[src/rtl/mmio_io_pkg.sv]
// Shared constants for the memory-mapped key/switch/LED/hex I/O block:
// register offsets inside the 8-word window, default read value, EVTEN bits.
package mmio_io_pkg;

  // Byte offsets from IOBASE (word stride 2)
  localparam logic [3:0] OFF_KEYDATA = 4'h0;
  localparam logic [3:0] OFF_SWDATA  = 4'h2;
  localparam logic [3:0] OFF_KEYSTAT = 4'h4;
  localparam logic [3:0] OFF_SWSTAT  = 4'h6;
  localparam logic [3:0] OFF_HEX     = 4'h8;
  localparam logic [3:0] OFF_LEDR    = 4'hA;
  localparam logic [3:0] OFF_LEDG    = 4'hC;
  localparam logic [3:0] OFF_EVTEN   = 4'hE;

  // Last byte offset that still belongs to the window
  localparam logic [3:0] OFF_LAST    = 4'hE;

  // Value returned for addresses outside the window
  localparam logic [15:0] RD_DEFAULT = 16'hDEAD;

  // EVTEN register layout
  localparam int EVTEN_W       = 2;
  localparam int EVTEN_KEY_BIT = 0;
  localparam int EVTEN_SW_BIT  = 1;

  // Event output term: an enable bit gating "any status bit pending"
  function automatic logic evt_term(input logic en, input logic any_pending);
    return en & any_pending;
  endfunction

endpackage

[src/rtl/io_debounce.sv]
// W-bit synchroniser + per-bit debouncer. Each bit has its own counter; deb
// only follows the synchronised input after DEB_CYCLES consecutive cycles of
// disagreement. pulse is a 1-cycle strobe aligned with the edge on which deb
// changes: rising edges only when RISE_ONLY, any change otherwise.
module io_debounce #(
  parameter int W          = 4,
  parameter int DEB_CYCLES = 4,
  parameter bit RISE_ONLY  = 1'b1
) (
  input  logic         clk,
  input  logic         rst,
  input  logic [W-1:0] din,
  output logic [W-1:0] deb,
  output logic [W-1:0] pulse
);

  localparam int            CW       = $clog2(DEB_CYCLES) + 1;
  localparam logic [CW-1:0] CNT_LAST = CW'(DEB_CYCLES - 1);

  logic [W-1:0]          meta_q, meta_d;
  logic [W-1:0]          sync_q, sync_d;
  logic [W-1:0]          deb_q, deb_d;
  logic [W-1:0][CW-1:0]  cnt_q, cnt_d;

  // Next-state for synchroniser, counters and debounced level, plus edge strobe
  always_comb begin
    meta_d = din;
    sync_d = meta_q;
    deb_d  = deb_q;
    cnt_d  = cnt_q;
    pulse  = '0;
    for (int i = 0; i < W; i++) begin
      if (sync_q[i] == deb_q[i]) begin
        cnt_d[i] = '0;
      end else if (cnt_q[i] == CNT_LAST) begin
        deb_d[i] = sync_q[i];
        cnt_d[i] = '0;
      end else begin
        cnt_d[i] = cnt_q[i] + CW'(1);
      end
    end
    if (RISE_ONLY) begin
      pulse = deb_d & ~deb_q;
    end else begin
      pulse = deb_d ^ deb_q;
    end
  end

  // State registers; reset discards any partial debounce count
  always_ff @(posedge clk or posedge rst) begin
    if (rst) begin
      meta_q <= '0;
      sync_q <= '0;
      deb_q  <= '0;
      cnt_q  <= '0;
    end else begin
      meta_q <= meta_d;
      sync_q <= sync_d;
      deb_q  <= deb_d;
      cnt_q  <= cnt_d;
    end
  end

  assign deb = deb_q;

endmodule

[src/rtl/mmio_io_ctrl.sv]
// Memory-mapped I/O controller at the M-stage data-memory port: debounced
// keys/switches with sticky W1C status, HEX/LEDR/LEDG output registers and an
// event line. Reads are combinational from ADDR; writes land on the CLK edge.
module mmio_io_ctrl
  import mmio_io_pkg::*;
#(
  parameter int               DBITS          = 16,
  parameter int               NKEYS          = 4,
  parameter int               NSW            = 10,
  parameter int               NLEDR          = 10,
  parameter int               NLEDG          = 8,
  parameter int               NHEX           = 4,
  parameter int               DEB_CYCLES     = 50000,
  parameter int               KEY_ACTIVE_LOW = 1,
  parameter logic [DBITS-1:0] IOBASE         = 16'hFFF0
) (
  input  logic              CLK,
  input  logic              RESET,
  input  logic [DBITS-1:0]  ADDR,
  input  logic              WE,
  input  logic [DBITS-1:0]  WDATA,
  output logic [DBITS-1:0]  RDATA,
  output logic              HIT,
  input  logic [NKEYS-1:0]  KEY,
  input  logic [NSW-1:0]    SW,
  output logic [NLEDR-1:0]  LEDR,
  output logic [NLEDG-1:0]  LEDG,
  output logic [4*NHEX-1:0] HEXVAL,
  output logic              EVT
);

  logic [NKEYS-1:0]  key_in_s, key_deb_s, key_rise_s, key_clr_s;
  logic [NSW-1:0]    sw_deb_s, sw_chg_s, sw_clr_s;
  logic [NKEYS-1:0]  keystat_q, keystat_d;
  logic [NSW-1:0]    swstat_q, swstat_d;
  logic [4*NHEX-1:0] hex_q, hex_d;
  logic [NLEDR-1:0]  ledr_q, ledr_d;
  logic [NLEDG-1:0]  ledg_q, ledg_d;
  logic [EVTEN_W-1:0] evten_q, evten_d;
  logic              evt_q, evt_d;
  logic [DBITS-1:0]  off_s, off_al_s;
  logic              hit_s, wr_s;

  // Keys are normalised so that 1 always means pressed
  assign key_in_s = (KEY_ACTIVE_LOW != 0) ? ~KEY : KEY;

  io_debounce #(
    .W          (NKEYS),
    .DEB_CYCLES (DEB_CYCLES),
    .RISE_ONLY  (1'b1)
  ) u_key_deb (
    .clk   (CLK),
    .rst   (RESET),
    .din   (key_in_s),
    .deb   (key_deb_s),
    .pulse (key_rise_s)
  );

  io_debounce #(
    .W          (NSW),
    .DEB_CYCLES (DEB_CYCLES),
    .RISE_ONLY  (1'b0)
  ) u_sw_deb (
    .clk   (CLK),
    .rst   (RESET),
    .din   (SW),
    .deb   (sw_deb_s),
    .pulse (sw_chg_s)
  );

  // Window decode; odd addresses are aligned down to their word
  always_comb begin
    hit_s    = (ADDR >= IOBASE) && (ADDR <= (IOBASE + DBITS'(OFF_LAST)));
    off_s    = ADDR - IOBASE;
    off_al_s = off_s & ~DBITS'(1);
  end

  // Combinational read mux, zero-extending narrow registers
  always_comb begin
    RDATA = DBITS'(RD_DEFAULT);
    if (hit_s) begin
      case (off_al_s)
        DBITS'(OFF_KEYDATA): RDATA = DBITS'(key_deb_s);
        DBITS'(OFF_SWDATA):  RDATA = DBITS'(sw_deb_s);
        DBITS'(OFF_KEYSTAT): RDATA = DBITS'(keystat_q);
        DBITS'(OFF_SWSTAT):  RDATA = DBITS'(swstat_q);
        DBITS'(OFF_HEX):     RDATA = DBITS'(hex_q);
        DBITS'(OFF_LEDR):    RDATA = DBITS'(ledr_q);
        DBITS'(OFF_LEDG):    RDATA = DBITS'(ledg_q);
        DBITS'(OFF_EVTEN):   RDATA = DBITS'(evten_q);
        default:             RDATA = DBITS'(RD_DEFAULT);
      endcase
    end else begin
      RDATA = DBITS'(RD_DEFAULT);
    end
  end

  assign HIT = hit_s;

  // Write decode, W1C status update (set beats clear) and event term
  always_comb begin
    wr_s      = WE & hit_s;
    hex_d     = hex_q;
    ledr_d    = ledr_q;
    ledg_d    = ledg_q;
    evten_d   = evten_q;
    key_clr_s = '0;
    sw_clr_s  = '0;
    if (wr_s) begin
      case (off_al_s)
        DBITS'(OFF_KEYSTAT): key_clr_s = WDATA[NKEYS-1:0];
        DBITS'(OFF_SWSTAT):  sw_clr_s  = WDATA[NSW-1:0];
        DBITS'(OFF_HEX):     hex_d     = WDATA[4*NHEX-1:0];
        DBITS'(OFF_LEDR):    ledr_d    = WDATA[NLEDR-1:0];
        DBITS'(OFF_LEDG):    ledg_d    = WDATA[NLEDG-1:0];
        DBITS'(OFF_EVTEN):   evten_d   = WDATA[EVTEN_W-1:0];
        default:             hex_d     = hex_q;  // KEYDATA/SWDATA are read-only
      endcase
    end else begin
      key_clr_s = '0;
    end
    keystat_d = (keystat_q & ~key_clr_s) | key_rise_s;
    swstat_d  = (swstat_q  & ~sw_clr_s)  | sw_chg_s;
    evt_d     = evt_term(evten_q[EVTEN_KEY_BIT], |keystat_q) |
                evt_term(evten_q[EVTEN_SW_BIT],  |swstat_q);
  end

  // Architectural registers; EVT trails the status registers by one cycle
  always_ff @(posedge CLK or posedge RESET) begin
    if (RESET) begin
      keystat_q <= '0;
      swstat_q  <= '0;
      hex_q     <= '0;
      ledr_q    <= '0;
      ledg_q    <= '0;
      evten_q   <= '0;
      evt_q     <= 1'b0;
    end else begin
      keystat_q <= keystat_d;
      swstat_q  <= swstat_d;
      hex_q     <= hex_d;
      ledr_q    <= ledr_d;
      ledg_q    <= ledg_d;
      evten_q   <= evten_d;
      evt_q     <= evt_d;
    end
  end

  assign HEXVAL = hex_q;
  assign LEDR   = ledr_q;
  assign LEDG   = ledg_q;
  assign EVT    = evt_q;

endmodule

[config.mk]
export PLATFORM = sky130hd
export DESIGN_NAME = mmio_io_ctrl
export DESIGN_NICKNAME = d
export VERILOG_FILES = /design/src/rtl/mmio_io_pkg.sv /design/src/rtl/io_debounce.sv /design/src/rtl/mmio_io_ctrl.sv
export SDC_FILE = /design/constraint.sdc
export NUM_CORES = 1
export LEC_CHECK = 0
export BUFFER_PORTS_ARGS = -buffer_cell sky130_fd_sc_hd__buf_4
export CAP_MARGIN = 25
export CORE_MARGIN = 2
export CORE_UTILIZATION = 55
export CTS_CLUSTER_DIAMETER = 60
export DETAILED_ROUTE_END_ITERATION = 12
export HOLD_SLACK_MARGIN = 0.12
export PLACE_DENSITY_LB_ADDON = 0.12
export SETUP_SLACK_MARGIN = 0.4
export SLEW_MARGIN = 20
export SYNTH_ARGS = -nofsm -noshare
export SYNTH_HDL_FRONTEND = slang
export SYNTH_SLANG_ARGS = --single-unit
[constraint.sdc]
create_clock -name CLK -period 11.22 [get_ports CLK]
set_clock_uncertainty 0.15 [all_clocks]
set_input_delay 2.805 -clock CLK [delete_from_list [all_inputs] [get_ports CLK]]
set_output_delay 2.805 -clock CLK [all_outputs]
set_load 0.02 [all_outputs]
==> flow_metrics.tcl, run 1 <==
set metrics [dict create \
    routed-via-count 10994 \
    status "finished, final reports clean" \
    rows 61 \
    worstSetupEndpointType "output port" \
    cts_setup_buffers 0 \
    clk_root_buffer_cell "clkbuf_16" \
    critical-path-max-stage-delay_ns 0.87 \
    worst_hold_slack_ns 0.190 \
    design_area_sq_um 17800 \
    routed_wl_mm 32.5 \
    peakVddDrop_mv 0.142 \
    die_y_microns 172 \
    min_path_type "flop to flop" \
    r2r-end "u_key_deb.cnt_q[13]" \
    finalSetupViolations 0 \
    min-delay-start "u_sw_deb.meta_q[4]" \
    cp_slowest_cell "or4_1" \
    cts_buffers 37 \
    area_growth_syn_to_layout_pct 15.3 \
    drive_gt1_share_pct 14.7 \
    fmax_mhz 114 \
    ff2ff_setup_slack_ns 8.74 \
    rr_worst_depth 5 \
    synth_edf_count 0 \
    worstPathRequired_ns 8.27 \
    post-dp-hpwl_mm 22.6 \
    p_int_w 0.00193 \
    synthTopCellsByArea "dfrtp_1, nor2_1, xnor2_1" \
    drc 0 \
    synth_top_area_share_pct 53.5 \
    synth_top_flop_cell "dfrtp_1" \
    cpLargestDelayFamily "simple AND/OR/NAND/NOR gates" \
    synth_area_per_cell_sq_um 10.3 \
    diodes 0 \
    r2r-start "u_key_deb.cnt_q[4]" \
    path_class "input pin to output port" \
    finalNonFillerCells 2020 \
    port_buffers 100 \
    cts_resized 0 \
    core_sq_um 27800 \
    io-pin-count 101 \
    syn-cell-area_sq_um 15500 \
    worstPathArrival_ns 5.85 \
    slew_headroom_pct 39.5 \
    synth_largest_area_cell "dfrtp_1" \
    crit_buf_inv 2 \
    insertion_delay_ns 0.52 \
    drv_slew 0 \
    pwr_density_cell_nw_per_um2 139 \
    startpoint_type "input pin" \
    drtAntennaViolNets 0 \
    pwr-share-clk_pct 46.8 \
    hold_viol_final 0 \
    dr.pass1.iters 5 \
    tns_ns 0 \
    synth-async-reset-ratio_pct 100 \
    power_switching_w 0.000555 \
    p_leak_nw 7.98 \
    post_dp_cell_area_sq_um 16700 \
    cp_max_fo 23 \
    ys_ff_latch 331 \
    gp_congestion 0.859 \
    whs_path_depth 0 \
    wire_per_inst_microns 16.1 \
    htree_levels 2 \
    clkSinkCount 331 \
    grt_pass1_wl_mm 53.5 \
    die_w_microns 172 \
    cap_viol_max_count 0 \
    cts_tree "built" \
    pre_cts_slack_ns 2.46 \
    fill_cells 2313 \
    worstMarginPinSlew_ns 0.900 \
    cpMostUsedCell "buf_4" \
    synth_warnings 0 \
    initial_utilization_pct 55.7 \
    period_needed_ns 8.80 \
    switching_share_pct 22.3 \
    dieArea_sq_um 29500 \
    placedCellCount 1954 \
    nets 1679 \
    min_to "u_sw_deb.sync_q[4]" \
    yosysSeqAreaShare_pct 53.5 \
    hold_buffers 0 \
    grt_antenna_before_repair 1 \
    pwr-share-seq_pct 49.1 \
    synth_cell_types 57 \
    rsz0062_at_grt "no" \
    clk_pin_slew_ns 0.06 \
    grt_max_degree 71 \
    crit_path_cell_trace "buf_4 -> ha_1 -> and2_1 -> a21oi_1 -> o32a_1 -> or4_1 -> or3_1 -> nor2_1 -> buf_4" \
    viasPerCell 5.44 \
    drt_iter0_markers 838 \
    syn-num-nets 1567 \
    combinationalPowerShare_pct 4.0 \
    grt_pass1_vias 10555 \
    clockBufferDepth 3 \
    syn_inst 1503 \
    track_usage_pct 22.6 \
    period_share_pct 78.4 \
    overflow 0 \
    fin_ws_ns 2.42 \
]
==> flip-flops by register name, summed over array words and instances, names as in the netlist, 4 cells and up <==
signal / count
LEDR: 10
swstat_q: 10
u_sw_deb.sync_q: 10
u_key_deb.meta_q: 4
HEXVAL: 16
u_sw_deb.cnt_q: 170
u_sw_deb.meta_q: 10
LEDG: 8
u_key_deb.cnt_q: 68
u_sw_deb.deb: 10
keystat_q: 4
u_key_deb.sync_q: 4
u_key_deb.deb: 4
==> synthesized netlist by cell type, drive strengths merged (2+ instances only) <==
library cell    n
nand3b          4
nor3           22
mux2           52
nor2b           8
and2           10
nor2          286
mux4            5
nor3b          10
nand3          79
and4            6
inv            28
xnor2         108
clkbuf         30
xor2          104
o22ai           2
o211ai          2
dfrtp         331
and3           61
o31ai          14
nand4          37
mux2i          13
a31o            6
nand2         130
a21oi          19
nand2b          4
a41oi           2
nor4           23
o21ai          28
or4            15
o41ai           2
ha             15
buf             9
nor4b           3
or3            18
or2             3
==> area by class of cell <==
cell class	count	area (sq um)	area share [%]
clock inverters	14	111	0.624
well taps	378	473	2.65
flip-flops and latches	331	8280	46.4
repair buffers	112	856	4.79
inverters	28	109	0.610
multi-input cells	1105	6950	39.0
clock buffers	52	1060	5.97
==> metrics by stage <==
stage                     util [%]  power (W)
after floorplan                  -    0.00131
after global placement        59.8    0.00134
after global routing          64.2    0.00259
after detailed placement      60.0    0.00135
final                         64.2    0.00249
after CTS                     64.2    0.00252
==> cell usage in the layout, fill, tap and decap left out, types with 3 or more instances in the layout <==
master and count:
nor4_1 21, and3_1 61, nand3_1 79, clkinvlp_4 3
or4_1 15, mux2_4 18, nand2_1 130, a31o_2 6
nor2_1 286, mux2_2 33, dfrtp_1 331, clkbuf_1 9
o21ai_0 22, o21ai_1 5, or2_2 3, and4_1 5
nand4_1 37, nor2b_1 8, buf_6 4, nand2b_1 4
inv_6 3, nor3b_1 10, xnor2_1 108, o31ai_1 14
inv_1 27, clkbuf_16 39, nand3b_1 4, mux2i_1 13
nor4b_1 3, mux4_2 5, or3_1 18, buf_4 108
clkinv_2 8, a21oi_1 19, and2_1 10, xor2_1 104
clkbuf_8 4, ha_1 15, nor3_1 22
==> cells by family (layout without fill, tap and decap cells) <==
family | Yosys count | count (layout) | synth area share (%)
and+or+nand+nor | 723 | 723 | 22.2
adders and majority gates | 15 | 15 | 1.21
xor gates and xnor gates | 212 | 212 | 12.0
AOI/OAI and AO/OA | 85 | 85 | 3.52
DFF | 331 | 331 | 53.5
muxes | 70 | 70 | 5.79
buffers and inverters | 67 | 206 | 1.76
==> how the worst max path moves through the flow <==
stage	from	endpoint	slack [ns]	cells after the start
floorplan	ADDR[3]	RDATA[0]	3.24	8
global placement	ADDR[4]	RDATA[9]	2.49	9
detailed placement	ADDR[4]	RDATA[9]	2.46	9
CTS	ADDR[4]	RDATA[9]	2.44	9
global route	ADDR[4]	RDATA[9]	2.31	9
finish	ADDR[4]	RDATA[1]	2.42	9
==> power by group through the flow <==
stage	sequential [W]	clock [W]	combinational, W
after floorplan	0.00124	0	0.0000645
after global placement	0.00124	0	0.0000983
after detailed placement	0.00124	0	0.000102
after CTS	0.00122	0.00119	0.000103
after global routing	0.00122	0.00125	0.000115
final	0.00122	0.00117	0.000100
==> layer usage <==
layer	global-route usage (%)	part of all wire, %
met1	31.8	46
met2	35.1	46
met3	5.68	5.9
met4	6.28	2.2
met5	0	0
(Power assumes the default switching activity.)
==> run 2, diff against run 1 <==
--- a/config.mk
+++ b/config.mk
@@ -5,6 +5,7 @@
 export SDC_FILE = /design/constraint.sdc
 export NUM_CORES = 1
 export LEC_CHECK = 0
+export ABC_AREA = 1
 export BUFFER_PORTS_ARGS = -buffer_cell sky130_fd_sc_hd__buf_4
 export CAP_MARGIN = 25
 export CORE_MARGIN = 2
==> constraint.sdc (replaced) <==
create_clock -name CLK -period 7.43 [get_ports CLK]
set_clock_uncertainty 0.15 [all_clocks]
set_input_delay 1.8575 -clock CLK [delete_from_list [all_inputs] [get_ports CLK]]
set_output_delay 1.8575 -clock CLK [all_outputs]
set_load 0.02 [all_outputs]
==> flow_metrics.tcl, run 2 <==
set metrics [dict create \
    status "finished, final reports clean" \
    rsz0062_at_grt "no" \
    slew_headroom_pct 41.5 \
    cp_slowest_cell "nor2_2" \
    nets 2055 \
    track_usage_pct 23.2 \
    layout_common_cells "dfrtp_1, nand2_1, nor2_1" \
    peakVddDrop_mv 0.174 \
    viasPerCell 5.31 \
    pwr_density_cell_nw_per_um2 208 \
    worstPathRequired_ns 5.42 \
    routed-via-count 12753 \
    hold_viol_final 0 \
    core_sq_um 28500 \
    mostFrequentLayoutCell "dfrtp_1" \
    port_buffers 100 \
    syn-num-nets 1937 \
    largest_reg_flops 170 \
    cts_buffers 37 \
    die_w_microns 174 \
    worstMarginPinSlew_ns 0.877 \
    diodes 0 \
    htree_levels 2 \
    drtAntennaViolNets 0 \
    period_share_pct 87.8 \
    syn-cell-area_sq_um 15900 \
    utilization_pct 63.8 \
    period_needed_ns 6.52 \
    drv_slew 0 \
    cts_resized 0 \
    yosys-top-cells-count "dfrtp_1, nand2_1, nor2_1" \
    routed_wl_mm 34.0 \
    wire_per_inst_microns 14.2 \
    dr.pass1.iters 5 \
    post-dp-hpwl_mm 24.2 \
    io-pin-count 101 \
    cpMostUsedCell "nand2_1" \
    regMostFlops "u_sw_deb.cnt_q" \
    grt_pass1_wl_mm 58.2 \
    area_growth_syn_to_layout_pct 14.8 \
    min_path_type "flop to flop" \
    synthTopCellsByArea "dfrtp_1, nand2_1, nor2_1" \
    cap_viol_max_count 0 \
    multi_input_area_sq_um 6550 \
    worst_hold_slack_ns 0.193 \
    fill_cells 2438 \
    crit_path_cell_trace "buf_4 -> ha_1 -> nand3_1 -> nor2_2 -> nand3_1 -> nand2_1 -> nand2_1 -> nor2_2 -> nand3_4 -> nand2_1 -> nor2_1 -> nand2_2 -> nand2_2 -> clkinv_2 -> nand2_1 -> buf_4" \
    worstPathArrival_ns 4.52 \
    dieArea_sq_um 30200 \
    synth_edf_count 0 \
    p_leak_nw 8.35 \
    drt_iter0_markers 829 \
    synth_top_area_share_pct 52.2 \
    drc 0 \
    yosysSeqAreaShare_pct 52.2 \
    clkSinkCount 331 \
    synth_top_flop_cell "dfrtp_1" \
    synth-async-reset-ratio_pct 100 \
    finalSetupViolations 0 \
    worstSetupEndpointType "output port" \
    fmax_mhz 153 \
    startpoint_type "input pin" \
    synth_cell_types 39 \
    grt_pass1_vias 12004 \
    die_y_microns 174 \
    clk_root_buffer_cell "clkbuf_16" \
    drive_gt1_share_pct 9.91 \
    clockBufferDepth 3 \
    path_class "input pin to output port" \
    tns_ns 0 \
    cts_tree "built" \
    insertion_delay_ns 0.52 \
    grt_antenna_before_repair 0 \
    cp_max_fo 18 \
    seq_area_sq_um 8280 \
    critical-path-max-stage-delay_ns 0.49 \
    grt_max_degree 130 \
    clk_pin_slew_ns 0.06 \
    synth_area_per_cell_sq_um 8.47 \
    gp_congestion 0.892 \
    rows 62 \
    synth_largest_area_cell "dfrtp_1" \
    synth_warnings 0 \
    overflow 0 \
    cts_setup_buffers 0 \
    ys_ff_latch 331 \
    yosysMostFrequentCell "dfrtp_1" \
    hold_buffers 0 \
    syn_inst 1873 \
    initial_utilization_pct 55.6 \
]
-- run 2: worst paths after layout --
path	slack [ns]	startpoint	endpoint	cells past startpoint
max in group asynchronous	4.45	RESET	HEXVAL[9]	3
worst min register to register	0.19	u_sw_deb.meta_q[8]	u_sw_deb.sync_q[8]	0
worst min-delay path	0.19	u_sw_deb.meta_q[8]	u_sw_deb.sync_q[8]	0
min in group asynchronous	1.34	RESET	u_key_deb.cnt_q[63]	2
worst max register to register	5.03	u_sw_deb.cnt_q[68]	u_sw_deb.cnt_q[84]	11
worst max-delay path	0.91	ADDR[4]	RDATA[7]	16
-- run 2: final cells by class --
| cell class | count | share of cell area (%) |
|---|---|---|
| sequential | 331 | 45.5 |
| multi-input combinational | 1282 | 35.9 |
| clock buffer | 55 | 6.13 |
| inverter | 235 | 4.88 |
| timing repair buffer | 104 | 4.42 |
| tap | 384 | 2.64 |
| clock inverter | 11 | 0.495 |
-- run 2: critical path: cells and delay by family --
kind,cells,cell delay [ns]
simple gates,12,1.95
buf+inv,3,0.49
fa+ha+maj,1,0.21
-- run 2: routing by layer --
layer,up-vias,GRT usage [%],part of all wire (%)
li1,6422,-,-
met4,0,8.58,3.3
met3,65,3.25,4.2
met2,263,36.2,46
met1,6003,33.2,47
met5,-,0,0
-- run 2: per-stage QoR --
stage                     setup WS (ns)  instances  power, W  cell area, sq um
after floorplan                    1.00       1873   0.00197             15900
after global placement             1.01       2336   0.00202             17000
after detailed placement          0.921       2336   0.00203             17000
after CTS                         0.910       2402   0.00383             18200
after global routing              0.647       2402   0.00393             18200
final                             0.906       2402   0.00378             18200
-- run 2: where the power goes --
part	switching, W	total [W]	leakage (nW)	internal [W]
registers	0.0000158	0.00184	4.45	0.00183
logic	0.000100	0.000146	3.31	0.0000459
clock network	0.000714	0.00179	0.598	0.00108
-- run 2: cells by family after synthesis --
logic type	Yosys count	share of synthesized area [%]
DFF	331	52.2
and+or+nand+nor	982	28.3
muxes	10	0.710
buffers and inverters	260	6.53
adders and majority gates	15	1.18
AOI/OAI and AO/OA	207	7.31
xor gates and xnor gates	68	3.75
